**config.mk**
```make
export PLATFORM = sky130hd
export DESIGN_NAME = hazard_ctrl
export DESIGN_NICKNAME = d
export VERILOG_FILES = /design/src/rtl/hazard_ctrl_pkg.sv /design/src/rtl/hazard_sb_stage.sv /design/src/rtl/hazard_ctrl.sv
export SDC_FILE = /design/constraint.sdc
export NUM_CORES = 1
export LEC_CHECK = 0
export CORE_AREA = 3 3 52 54
export DETAILED_ROUTE_END_ITERATION = 10
export DIE_AREA = 0 0 55 57
export PLACE_DENSITY_LB_ADDON = 0.08
export RECOVER_POWER = 25
export SYNTH_ARGS = -nofsm -noshare
export SYNTH_HDL_FRONTEND = slang
export SYNTH_SLANG_ARGS = --single-unit
```
**constraint.sdc**
```tcl
create_clock -name clk -period 4.4 [get_ports clk]
set_input_delay 0.88 -clock clk [delete_from_list [all_inputs] [get_ports clk]]
set_output_delay 0.88 -clock clk [all_outputs]
set_load 0.005 [all_outputs]
```
**src/rtl/hazard_ctrl_pkg.sv**
```systemverilog
// -----------------------------------------------------------------------------
// hazard_ctrl_pkg
// Shared definitions for the pipeline hazard/forwarding controller:
//   - REG_AW      register-address width
//   - SB_DEPTH    number of scoreboard stages (EX, MEM, WB); fixed at 3
//   - fwd_sel_e   EX operand-mux select encoding
//   - sb_entry_t  scoreboard entry layout {valid, wR, is_load} and bit offsets
//   - helper functions to build an entry, match a source register against a
//     stage, and resolve the forwarding priority.
// -----------------------------------------------------------------------------
package hazard_ctrl_pkg;

  localparam int REG_AW   = 5;
  localparam int SB_DEPTH = 3;

  // EX operand source select
  typedef enum logic [1:0] {
    FWD_RF    = 2'b00,
    FWD_EXMEM = 2'b01,
    FWD_MEMWB = 2'b10,
    FWD_WB    = 2'b11
  } fwd_sel_e;

  // Scoreboard entry layout, MSB to LSB: valid | wR | is_load
  localparam int SB_LOAD_BIT  = 0;
  localparam int SB_WR_LSB    = 1;
  localparam int SB_WR_MSB    = REG_AW;
  localparam int SB_VALID_BIT = REG_AW + 1;
  localparam int SB_W         = REG_AW + 2;

  typedef logic [SB_W-1:0] sb_entry_t;

  // Assemble a scoreboard entry from its fields.
  function automatic sb_entry_t sb_pack(input logic              valid,
                                        input logic [REG_AW-1:0] wr,
                                        input logic              is_load);
    return {valid, wr, is_load};
  endfunction

  // A source register depends on a stage only if it is actually read, is not
  // x0, and the stage holds a valid writer of that same register.
  function automatic logic sb_match(input logic              used,
                                    input logic [REG_AW-1:0] rs,
                                    input logic              valid,
                                    input logic [REG_AW-1:0] wr);
    return used && (rs != {REG_AW{1'b0}}) && valid && (wr == rs);
  endfunction

  // Youngest producer wins: EX (ALU result only) > MEM > WB > register file.
  function automatic fwd_sel_e fwd_pick(input logic ex_alu_hit,
                                        input logic mem_hit,
                                        input logic wb_hit);
    fwd_sel_e sel;
    if (ex_alu_hit) begin
      sel = FWD_EXMEM;
    end else if (mem_hit) begin
      sel = FWD_MEMWB;
    end else if (wb_hit) begin
      sel = FWD_WB;
    end else begin
      sel = FWD_RF;
    end
    return sel;
  endfunction

endpackage

```
**src/rtl/hazard_sb_stage.sv**
```systemverilog
// -----------------------------------------------------------------------------
// hazard_sb_stage
// One scoreboard entry register {valid, wR, is_load}.
// Ports:
//   clk, rst  clock; asynchronous active-high clear (entry becomes invalid)
//   load_i    capture d_i this cycle
//   inv_i     capture d_i but force the valid bit low (bubble); wins over load_i
//   d_i       incoming entry
//   q_o       registered entry
// -----------------------------------------------------------------------------
module hazard_sb_stage
  import hazard_ctrl_pkg::*;
(
  input  logic      clk,
  input  logic      rst,
  input  logic      load_i,
  input  logic      inv_i,
  input  sb_entry_t d_i,
  output sb_entry_t q_o
);

  sb_entry_t entry_q;
  sb_entry_t entry_d;

  // Next-state selection: bubble, load or hold.
  always_comb begin
    entry_d = entry_q;
    if (inv_i) begin
      entry_d               = d_i;
      entry_d[SB_VALID_BIT] = 1'b0;
    end else if (load_i) begin
      entry_d = d_i;
    end else begin
      entry_d = entry_q;
    end
  end

  // Entry register with asynchronous clear.
  always_ff @(posedge clk or posedge rst) begin
    if (rst) begin
      entry_q <= {SB_W{1'b0}};
    end else begin
      entry_q <= entry_d;
    end
  end

  assign q_o = entry_q;

endmodule

```
**src/rtl/hazard_ctrl.sv**
```systemverilog
// -----------------------------------------------------------------------------
// hazard_ctrl
// Hazard/forwarding controller for the 5-stage pipeline. Tracks the
// destination registers of the instructions in EX, MEM and WB in a 3-entry
// shifting scoreboard and derives, combinationally from it and the ID-stage
// instruction:
//   - load-use stalls (hold PC and IF/ID, bubble ID/EX for one cycle)
//   - taken-branch/jump flushes (clear IF/ID and ID/EX)
//   - EX operand forwarding selects.
//
// Ports:
//   clk, rst                 clock; asynchronous active-high reset
//   id_rs1, id_rs2           ID source registers
//   id_rs1_used, id_rs2_used ID instruction reads rs1 / rs2
//   id_wR, id_rf_we          ID destination register and its write enable
//   id_is_load               ID instruction's write data comes from DRAM
//   ex_redirect              EX resolved a taken branch/jump
//   stall_pc, stall_ifid     hold PC / IF/ID
//   flush_ifid, flush_idex   clear IF/ID / ID/EX to a bubble
//   fwd_a_sel, fwd_b_sel     EX operand sources (hazard_ctrl_pkg::fwd_sel_e)
//
// Configuration macro HAZARD_PERF_EN: when defined, adds
//   perf_stall_cnt[31:0]     load-use stall cycles (wrapping)
//   perf_flush_cnt[31:0]     ex_redirect cycles (wrapping)
// Register width and scoreboard depth come from hazard_ctrl_pkg
// (REG_AW = 5, SB_DEPTH = 3; only depth 3 is supported).
// -----------------------------------------------------------------------------
module hazard_ctrl
  import hazard_ctrl_pkg::*;
(
  input  logic              clk,
  input  logic              rst,
  input  logic [REG_AW-1:0] id_rs1,
  input  logic [REG_AW-1:0] id_rs2,
  input  logic              id_rs1_used,
  input  logic              id_rs2_used,
  input  logic [REG_AW-1:0] id_wR,
  input  logic              id_rf_we,
  input  logic              id_is_load,
  input  logic              ex_redirect,
  output logic              stall_pc,
  output logic              stall_ifid,
  output logic              flush_ifid,
  output logic              flush_idex,
  output logic [1:0]        fwd_a_sel,
  output logic [1:0]        fwd_b_sel
`ifdef HAZARD_PERF_EN
  ,
  output logic [31:0]       perf_stall_cnt,
  output logic [31:0]       perf_flush_cnt
`endif
);

  sb_entry_t push_d;
  sb_entry_t ex_q;
  sb_entry_t mem_q;
  sb_entry_t wb_q;

  logic push_valid_s;
  logic ex_hit_a_s;
  logic ex_hit_b_s;
  logic mem_hit_a_s;
  logic mem_hit_b_s;
  logic wb_hit_a_s;
  logic wb_hit_b_s;
  logic lu_rs1_s;
  logic lu_rs2_s;
  logic load_use_s;
  logic lu_stall_s;
  logic ex_inv_s;
  logic unused_wb_load_s;

  // x0 writes never enter the scoreboard as valid entries.
  assign push_valid_s = id_rf_we && (id_wR != {REG_AW{1'b0}});
  assign push_d       = sb_pack(push_valid_s, id_wR, id_is_load);

  assign ex_hit_a_s  = sb_match(id_rs1_used, id_rs1, ex_q[SB_VALID_BIT],  ex_q[SB_WR_MSB:SB_WR_LSB]);
  assign ex_hit_b_s  = sb_match(id_rs2_used, id_rs2, ex_q[SB_VALID_BIT],  ex_q[SB_WR_MSB:SB_WR_LSB]);
  assign mem_hit_a_s = sb_match(id_rs1_used, id_rs1, mem_q[SB_VALID_BIT], mem_q[SB_WR_MSB:SB_WR_LSB]);
  assign mem_hit_b_s = sb_match(id_rs2_used, id_rs2, mem_q[SB_VALID_BIT], mem_q[SB_WR_MSB:SB_WR_LSB]);
  assign wb_hit_a_s  = sb_match(id_rs1_used, id_rs1, wb_q[SB_VALID_BIT],  wb_q[SB_WR_MSB:SB_WR_LSB]);
  assign wb_hit_b_s  = sb_match(id_rs2_used, id_rs2, wb_q[SB_VALID_BIT],  wb_q[SB_WR_MSB:SB_WR_LSB]);

  // A load in EX cannot be forwarded yet; one dependent operand is enough
  // for a single one-cycle stall, even if both operands depend on it.
  assign lu_rs1_s   = ex_hit_a_s && ex_q[SB_LOAD_BIT];
  assign lu_rs2_s   = ex_hit_b_s && ex_q[SB_LOAD_BIT];
  assign load_use_s = lu_rs1_s || lu_rs2_s;

  // A redirect squashes the ID instruction, so a pending stall is moot.
  assign lu_stall_s = load_use_s && !ex_redirect;

  // The ID instruction does not advance into EX when it is stalled or
  // squashed; a bubble enters the scoreboard instead.
  assign ex_inv_s = load_use_s || ex_redirect;

  // The WB entry's load flag has no consumer; WB data is already resolved.
  assign unused_wb_load_s = wb_q[SB_LOAD_BIT];

  hazard_sb_stage u_sb_ex (
    .clk    (clk),
    .rst    (rst),
    .load_i (1'b1),
    .inv_i  (ex_inv_s),
    .d_i    (push_d),
    .q_o    (ex_q)
  );

  hazard_sb_stage u_sb_mem (
    .clk    (clk),
    .rst    (rst),
    .load_i (1'b1),
    .inv_i  (1'b0),
    .d_i    (ex_q),
    .q_o    (mem_q)
  );

  hazard_sb_stage u_sb_wb (
    .clk    (clk),
    .rst    (rst),
    .load_i (1'b1),
    .inv_i  (1'b0),
    .d_i    (mem_q),
    .q_o    (wb_q)
  );

  // Stall/flush/forward outputs; everything is held at zero while in reset.
  always_comb begin
    stall_pc   = 1'b0;
    stall_ifid = 1'b0;
    flush_ifid = 1'b0;
    flush_idex = 1'b0;
    fwd_a_sel  = FWD_RF;
    fwd_b_sel  = FWD_RF;
    if (rst) begin
      stall_pc   = 1'b0;
      stall_ifid = 1'b0;
      flush_ifid = 1'b0;
      flush_idex = 1'b0;
      fwd_a_sel  = FWD_RF;
      fwd_b_sel  = FWD_RF;
    end else begin
      if (ex_redirect) begin
        flush_ifid = 1'b1;
        flush_idex = 1'b1;
      end else if (lu_stall_s) begin
        stall_pc   = 1'b1;
        stall_ifid = 1'b1;
        flush_idex = 1'b1;
      end else begin
        flush_ifid = 1'b0;
        flush_idex = 1'b0;
      end
      // A load hit in EX is the stall case, so it drops to lower priority.
      fwd_a_sel = fwd_pick(ex_hit_a_s && !ex_q[SB_LOAD_BIT], mem_hit_a_s, wb_hit_a_s);
      fwd_b_sel = fwd_pick(ex_hit_b_s && !ex_q[SB_LOAD_BIT], mem_hit_b_s, wb_hit_b_s);
    end
  end

`ifdef HAZARD_PERF_EN
  logic [31:0] perf_stall_q;
  logic [31:0] perf_stall_d;
  logic [31:0] perf_flush_q;
  logic [31:0] perf_flush_d;

  // Performance counter next-state; both wrap naturally at 2^32.
  always_comb begin
    perf_stall_d = perf_stall_q;
    perf_flush_d = perf_flush_q;
    if (lu_stall_s) begin
      perf_stall_d = perf_stall_q + 32'd1;
    end else begin
      perf_stall_d = perf_stall_q;
    end
    if (ex_redirect) begin
      perf_flush_d = perf_flush_q + 32'd1;
    end else begin
      perf_flush_d = perf_flush_q;
    end
  end

  // Performance counter registers, cleared and held at zero by reset.
  always_ff @(posedge clk or posedge rst) begin
    if (rst) begin
      perf_stall_q <= 32'd0;
      perf_flush_q <= 32'd0;
    end else begin
      perf_stall_q <= perf_stall_d;
      perf_flush_q <= perf_flush_d;
    end
  end

  assign perf_stall_cnt = perf_stall_q;
  assign perf_flush_cnt = perf_flush_q;
`endif

endmodule

```
* Yosys cells after proc, flatten, opt, wreduce, memory -nomap -nowiden
Index checks and enable logic that the tools add are counted.
Cells by class: reductions and logical operators 27, eq/ne operators 6, mux-type cells 16
Operators by type and width (count):
- equality test 5 bit | 6
- logical AND 1 bit | 20
- two-way mux 2 bit | 8
- nonzero test 5 bit | 3
- two-way mux 1 bit | 7
- two-way mux 7 bit | 1
- logical NOT 1 bit | 2
- logical OR 1 bit | 2
Storage, ports and cells: output and inout port bits 8, logic and storage cells 52, bits of input ports 22, register bits 21

* Depth between registers and ports, before layout
Gate-level depths: netlist of the first run.
depth in word-level cells 10, mapped depth 6, mapped depth without buffers 5

* Modules after synthesis
Synthesis of the first run repeated with hierarchy kept, for this count alone.
Unflattened totals: cell total of the unflattened synthesis 122, area total of the unflattened synthesis 1340.0 sq um
Modules (own cells, without submodules):
- hazard_sb_stage | seq. area each 175.2 sq um, times used 3, area an instance 271.5 sq um, cells an instance 17
- hazard_ctrl | seq. area each 0.0 sq um, times used 1, area an instance 525.5 sq um, cells an instance 71

* Least setup slack after synthesis of the first run
OpenSTA, ideal clock, no wires.
kind input -> output, start input port id_rs1[3], end output port stall_pc, cell stages on the path 6, required time 3.520 ns, slack 1.384 ns, arrival time 2.136 ns, path buffers 1, path through or4_1 o21ai_1 nand4b_1 a21boi_1 and3_1 buf_4
On the way: cells in the longest elaborated chain, start to end 10, elaborated cells on any way between the ends 11, classes of those cells 1 x eq/ne; 3 x mux; 7 x reduce/logical
Ends and longest elaborated chain:
- start: declaration | RTL line hazard_ctrl.sv:33 | input logic [REG_AW-1:0] id_rs1,
- nonzero test 5 bit | RTL line hazard_ctrl_pkg.sv:46 | return used && (rs != {REG_AW{1'b0}}) && valid && (wr == rs);
- logical AND 1 bit (2 in a row) | RTL line hazard_ctrl_pkg.sv:46
- logical AND 1 bit (*) | RTL line hazard_ctrl_pkg.sv:46
- logical AND 1 bit (*) | RTL line hazard_ctrl.sv:86 | assign lu_rs1_s = ex_hit_a_s && ex_q[SB_LOAD_BIT];
- logical OR 1 bit (*) | RTL line hazard_ctrl.sv:88 | assign load_use_s = lu_rs1_s || lu_rs2_s;
- logical AND 1 bit (*) | RTL line hazard_ctrl.sv:91 | assign lu_stall_s = load_use_s && !ex_redirect;
- two-way mux 1 bit (*) (3 in a row)
- end: declaration | RTL line hazard_ctrl.sv:41 | output logic stall_pc,
Mark *: on every way between the ends. The rest lies on a longest branch, timed or not.

* Worst setup path in the final report of the first run
start input port id_rs2[1], end output port fwd_b_sel[0]
On the way: cells in the longest elaborated chain, start to end 8, elaborated cells on any way between the ends 16, classes of those cells 3 x eq/ne; 4 x mux; 9 x reduce/logical
Ends and longest elaborated chain:
- start: declaration | RTL line hazard_ctrl.sv:34 | input logic [REG_AW-1:0] id_rs2,
- nonzero test 5 bit | RTL line hazard_ctrl_pkg.sv:46
- logical AND 1 bit (3 in a row) | RTL line hazard_ctrl_pkg.sv:46
- two-way mux 2 bit | RTL line hazard_ctrl_pkg.sv:58 | end else if (wb_hit) begin
- two-way mux 2 bit | RTL line hazard_ctrl_pkg.sv:56 | end else if (mem_hit) begin
- two-way mux 2 bit (*) | RTL line hazard_ctrl_pkg.sv:54 | if (ex_alu_hit) begin
- two-way mux 2 bit (*) | RTL line hazard_ctrl.sv:135 | if (rst) begin
- end: declaration | RTL line hazard_ctrl.sv:46 | output logic [1:0] fwd_b_sel
Marked as above.

==> flow_metrics.tcl, run 1 <==
set metrics [dict create \
    status "completed" \
    crit_buf_inv 2 \
    arrival_ns 3.25 \
    setup_viol 0 \
    synth_top_cells_by_area "dfrtp_1, xnor2_1, xor2_1" \
    cts.path.max_buffers 2 \
    antenna_cells 0 \
    syn-num-nets 109 \
    maxSlewHeadroom_pct 79.1 \
    grt_pass1_vias 851 \
    syn_to_final_growth_pct 34.9 \
    gp_congestion 0.825 \
    ir_worst_vdd_mv 0.203 \
    yosysSeqAreaShare_pct 47.2 \
    grt_max_degree 17 \
    switching_share_pct 25.6 \
    yosys.cell_types.count 28 \
    powerDensity_nw_per_um2 255 \
    post-cts-setup-buffer-count 0 \
    fp.coreArea_um2 2250 \
    worst-path-max-fanout 4 \
    place_hpwl_mm 1.78 \
    root_buffer "clkbuf_4" \
    synth_area_um2 1010 \
    switching_power_uw 88.7 \
    cpPeakStageDelay_ns 0.56 \
    tightest_slew_ns 0.311 \
    yosysTopAreaCell "dfrtp_1" \
    firstDrtPassIters 4 \
    drcViolationCount 0 \
    cp-end-kind "primary output" \
    seqPwrFrac_pct 55.6 \
    critical_path.top_delay_family "buffers and inverters" \
    cap_viol_max_count 0 \
    crit_required_ns 3.52 \
    finalSetupTns_ns 0 \
    vias 773 \
    finalNetCount 143 \
    cts_buffers 3 \
    power_frac_clock_pct 25.3 \
    hold_class "flop to flop" \
    tritoncts "done" \
    rsz0062_at_grt "false" \
    criticalPathCategory "primary input to primary output" \
    synth.ff_latch_count 19 \
    final_layout_size_suffix_gt1_share_pct 6.67 \
    ctsResizeCount 0 \
    finalClockSkew_ns 0.00193 \
    grt_pass1_wl_mm 3.68 \
    cpMostUsedCell "clkdlybuf4s50_1" \
    gr-total-overflow 0 \
    io_buffers 29 \
    die_w_um 55 \
    yosysTopAreaCellShare_pct 47.2 \
    cts-htree-levels 1 \
    syn_inst 87 \
    postCtsHoldBufs 0 \
    vias_per_cell 5.22 \
    clkTransAtPathRegs_ns 0.10 \
    antenna_left 0 \
    clk_latency_ns 0.29 \
    drtIter0Drc 12 \
    min_period_over_period_pct 93.8 \
    antenna_found_initial 0 \
    cp-start-kind "primary input" \
    hold_violations 0 \
    wirelength_mm 2.14 \
    combPwrFrac_pct 19.2 \
    cp_slowest_cell "or4bb_1" \
    grtUsageTotal_pct 16.2 \
    clock.fmax_mhz 242 \
    synth-warning-count 0 \
    initial_core_util_pct 44.7 \
    wl_per_cell_um 14.4 \
    ioPinCount 30 \
    layout_min_cycle_time_ns 4.13 \
    final_util_pct 60.3 \
    cts_sinks 19 \
    die-area_um2 3140 \
    crit_chain "clkdlybuf4s50_1 > xor2_1 > nor4_2 > or4bb_1 > o41a_1 > nor2_1 > clkdlybuf4s50_1" \
    syn_area_per_cell_um2 11.6 \
    p_leak_nw 0.528 \
    rows 17 \
    slew_violations 0 \
    p_int_uw 258 \
    die_h_um 57 \
]
power by group through the flow:
| stage | combinational [mW] | clock, mW | sequential [mW] |
|---|---|---|---|
| after floorplan | 0.0329 | 0 | 0.194 |
| final | 0.0664 | 0.0874 | 0.192 |
| after global routing | 0.0734 | 0.0970 | 0.194 |
| after CTS | 0.0673 | 0.0906 | 0.193 |
| after detailed placement | 0.0668 | 0 | 0.196 |
| after global placement | 0.0658 | 0 | 0.196 |
worst register-to-register path: cells and delay by family, from the launching register on:
kind / cells / cell delay (ns)
compound gates: 1 / 0.25
xor+xnor: 1 / 0.17
flops: 1 / 0.42
simple gates: 3 / 0.62
state kept, by name, summed over array words and instances (netlist names):
register,count
u_sb_ex.q_o,7
u_sb_mem.q_o,6
u_sb_wb.q_o,6
synthesized netlist by cell type:
library cell / number
xor2_1: 12
xnor2_1: 18
or4bb_1: 1
o21ai_0: 1
buf_4: 1
o211a_1: 2
nand2_1: 3
nor3_2: 1
inv_1: 2
a2bb2oi_1: 1
nor3_1: 3
nand2b_1: 1
nor4_1: 2
o21a_1: 1
a21boi_1: 1
nand4b_1: 2
nand3b_1: 1
o21ai_1: 1
and2_1: 1
or4_1: 2
dfrtp_1: 19
o41a_1: 1
o21ai_4: 1
or4_4: 1
nor2_1: 3
nor4_2: 1
nand4_1: 3
and3_1: 1
per-stage QoR:
| step | instances | power, mW | setup WS [ns] | area, µm² | hold slack, ns |
|---|---|---|---|---|---|
| after detailed placement | 144 | 0.263 | 0.257 | 1330 | 0.388 |
| after CTS | 148 | 0.350 | 0.257 | 1360 | 0.412 |
| after global placement | 144 | 0.262 | 0.274 | 1330 | 0.385 |
| after floorplan | 87 | 0.227 | 1.38 | 1010 | 0.367 |
| final | 148 | 0.346 | 0.274 | 1360 | 0.412 |
| after global routing | 148 | 0.364 | 0.170 | 1360 | 0.422 |
placed cells by master (no fill, tap or decap), types with 2 or more instances in the layout:
master,instances
xnor2_1,18
nor4_1,2
nand2_1,3
inv_1,2
nand4b_1,2
nor2_1,3
or4_1,2
o211a_1,2
xor2_1,12
clkdlybuf4s50_1,29
dfrtp_1,19
clkbuf_4,3
nor3_1,3
nand4_1,3
layer usage:
metal	vias to the layer above	routed length [µm]	share of wire (%)	global-route usage, %
met5	-	0	0	0
met4	0	31	1.5	5.21
met3	4	146	6.8	3.39
met2	30	1050	49	26.9
met1	365	902	42	20.8
li1	374	-	-	-
layout make-up:
| type | count | area (µm²) |
|---|---|---|
| Clock buffer | 4 | 26.3 |
| Fill cell | 208 | 896 |
| Inverter | 2 | 7.51 |
| Multi-Input combinational cell | 65 | 517 |
| Sequential cell | 19 | 475 |
| Tap cell | 28 | 35.0 |
| Timing Repair Buffer | 30 | 298 |
final timing paths:
path                                       from             end  slack [ns]  cells after the start
worst max-delay path                  id_rs2[1]    fwd_b_sel[0]        0.27                      7
worst min-delay path            u_sb_mem.q_o[6]  u_sb_wb.q_o[6]        0.41                      0
worst max register to register   u_sb_ex.q_o[2]  u_sb_ex.q_o[6]        2.84                      5
max in group asynchronous                   rst  u_sb_wb.q_o[5]        2.99                      3
min in group asynchronous                   rst  u_sb_wb.q_o[1]        0.92                      2
worst min register to register  u_sb_mem.q_o[6]  u_sb_wb.q_o[6]        0.41                      0
cells by family (layout without fill, tap and decap cells):
kind of cell | count (synthesis) | in the layout | synth area share, %
AOI/OAI and AO/OA | 9 | 9 | 8.07
xor gates and xnor gates | 30 | 30 | 26.1
buffers and inverters | 3 | 36 | 1.49
DFF | 19 | 19 | 47.2
and+or+nand+nor | 26 | 26 | 17.1
No activity file was read; power rests on OpenSTA's default activity.
==> run 2: changes to the inputs <==
--- a/config.mk
+++ b/config.mk
@@ -5,11 +5,13 @@
 export SDC_FILE = /design/constraint.sdc
 export NUM_CORES = 1
 export LEC_CHECK = 0
-export CORE_AREA = 3 3 52 54
+export ABC_CLOCK_PERIOD_IN_PS = 4400
+export CORE_AREA = 3 3 59 61
 export DETAILED_ROUTE_END_ITERATION = 10
-export DIE_AREA = 0 0 55 57
+export DIE_AREA = 0 0 62 64
 export PLACE_DENSITY_LB_ADDON = 0.08
 export RECOVER_POWER = 25
 export SYNTH_ARGS = -nofsm -noshare
 export SYNTH_HDL_FRONTEND = slang
+export SYNTH_HIERARCHICAL = 1
 export SYNTH_SLANG_ARGS = --single-unit
==> run 2 against run 1 <==
- global-route usage fell by 1.7 points
- synthesized area grew 26%
- utilization shrank 5.3 points
- register-to-register slack better by 0.06 ns
- worst setup slack improved by 0.27 ns
- cell count rose by 36%
- worst hold slack better by 0.20 ns
- die area increased by 27%
- sequential share of layout area fell by 6.4 points
- first-iteration DRC count increased by 58%
- via count increased by 23%
- critical endpoint is now fwd_b_sel[1]
==> flow_metrics.tcl, run 2 <==
set metrics [dict create \
    use_met2_pct 21.2 \
    final_common_cell "clkdlybuf4s50_1" \
    r2r_slack_ns 2.90 \
    cts-htree-levels 1 \
    ir_worst_vdd_mv 0.142 \
    cap_viol_max_count 0 \
    placed_cell_area_um2 1640 \
    hp-start "u_sb_mem/q_o[6]" \
    place_hpwl_mm 2.18 \
    wl_per_cell_um 12.7 \
    drtIter0Drc 19 \
    wirelength_mm 2.57 \
    grt_pass1_vias 891 \
    seqPwrFrac_pct 52.0 \
    cp-start-kind "primary input" \
    finalSetupTns_ns 0 \
    syn_inst 118 \
    rows 20 \
    worst-path-max-fanout 4 \
    antenna_left 0 \
    cpPeakStageDelay_ns 0.58 \
    finalNetCount 181 \
    min_period_over_period_pct 87.6 \
    synth-warning-count 6 \
    die_h_um 64 \
    antenna_cells 0 \
    whs_path_depth 2 \
    rsz0062_at_grt "false" \
    combPwrFrac_pct 26.1 \
    initial_core_util_pct 41.9 \
    crit_chain "clkdlybuf4s50_1 > or4_4 > o21ai_4 > nor3_1 > o21bai_1 > and3b_1 > clkdlybuf4s50_1" \
    die-area_um2 3970 \
    criticalPathCategory "primary input to primary output" \
    power_frac_clock_pct 21.9 \
    vias_per_cell 4.69 \
    grt_max_degree 12 \
    io_buffers 29 \
    clkTransAtPathRegs_ns 0.12 \
    status "completed" \
    setup_viol 0 \
    grtUsageTotal_pct 14.5 \
    synth_area_um2 1270 \
    crit_required_ns 3.52 \
    post-cts-setup-buffer-count 0 \
    syn_area_per_cell_um2 10.7 \
    fin_ws_ns 0.544 \
    gp_congestion 0.833 \
    syn_to_final_growth_pct 31.2 \
    cts_sinks 19 \
    ctsResizeCount 0 \
    switching_share_pct 29.8 \
    cpMostUsedCell "clkdlybuf4s50_1" \
    cts_buffers 3 \
    switching_power_uw 125 \
    rr_startpoint "u_sb_ex/q_o[5]" \
    grt_use_met1_pct 21.0 \
    powerDensity_nw_per_um2 251 \
    cp-end-kind "primary output" \
    largest_reg_flops 7 \
    top_usage_layer "met2" \
    cts.path.max_buffers 2 \
    die_w_um 62 \
    whs_endpoint "u_sb_wb/q_o[6]" \
    timing.rr.end "u_sb_ex/q_o[6]" \
    pre_cts_slack_ns 0.536 \
    final_layout_size_suffix_gt1_share_pct 17.7 \
    grt_pass1_wl_mm 4.29 \
    cp_slowest_cell "or4_4" \
    vias 947 \
    root_buffer "clkbuf_4" \
    layout_min_cycle_time_ns 3.86 \
    fp.coreArea_um2 3030 \
    post-place-cells 198 \
    drcViolationCount 0 \
    final_util_pct 54.9 \
    finalClockSkew_ns 0.00709 \
    antenna_found_initial 0 \
    reg2reg_depth 6 \
    hold_ws_ns 0.614 \
    instances_no_fill 202 \
    postCtsHoldBufs 0 \
    firstDrtPassIters 4 \
    tritoncts "done" \
    clock.fmax_mhz 259 \
    clk_latency_ns 0.30 \
    p_total_uw 417 \
    slew_violations 0 \
    arrival_ns 2.98 \
    p_leak_nw 0.637 \
    mostFrequentLayoutCells "clkdlybuf4s50_1, xnor2_1, dfrtp_1" \
    ioPinCount 30 \
    final_area_um2 1660 \
    met3_usage_pct 2.42 \
    gr-total-overflow 0 \
    p_int_uw 293 \
    hold_class "flop to flop" \
    hold_violations 0 \
]
run 2: worst max path at each step:
| stage | startpoint | endpoint | slack, ns | cells after the start |
|---|---|---|---|---|
| detailed placement | id_rs2[1] | fwd_b_sel[1] | 0.54 | 7 |
| floorplan | id_rs1[1] | stall_pc | 1.50 | 6 |
| CTS | id_rs2[1] | fwd_b_sel[1] | 0.53 | 7 |
| global placement | id_rs2[1] | fwd_b_sel[1] | 0.53 | 7 |
| global route | id_rs2[0] | stall_ifid | 0.39 | 7 |
| finish | id_rs2[1] | fwd_b_sel[1] | 0.54 | 7 |
run 2: cell type report:
cell class,instances,area (µm²)
clock inverters,1,5.00
well taps,44,55.1
repair buffers,29,290
inverters,4,15.0
multi-input cells,102,800
flip-flops and latches,19,475
fillers,274,1370
clock buffers,3,22.5
run 2: critical path, delay by kind of cell:
kind,cells,cell delay [ns]
buf+inv,2,0.94
compound gates,2,0.32
simple gates,3,0.83
run 2: power by group through the flow:
stage	Combinational, mW	Sequential (mW)	Clock (mW)
floorplan	0.0719	0.213	0
finish	0.109	0.217	0.0915
detailed placement	0.109	0.221	0
global placement	0.106	0.221	0
global route	0.119	0.220	0.106
CTS	0.109	0.217	0.0962
run 2: per-layer routing:
layer	wire (µm)	part of all wire, %
met4	40	1.6
met3	92	3.6
met2	1240	48
met1	1200	47
met5	0	0
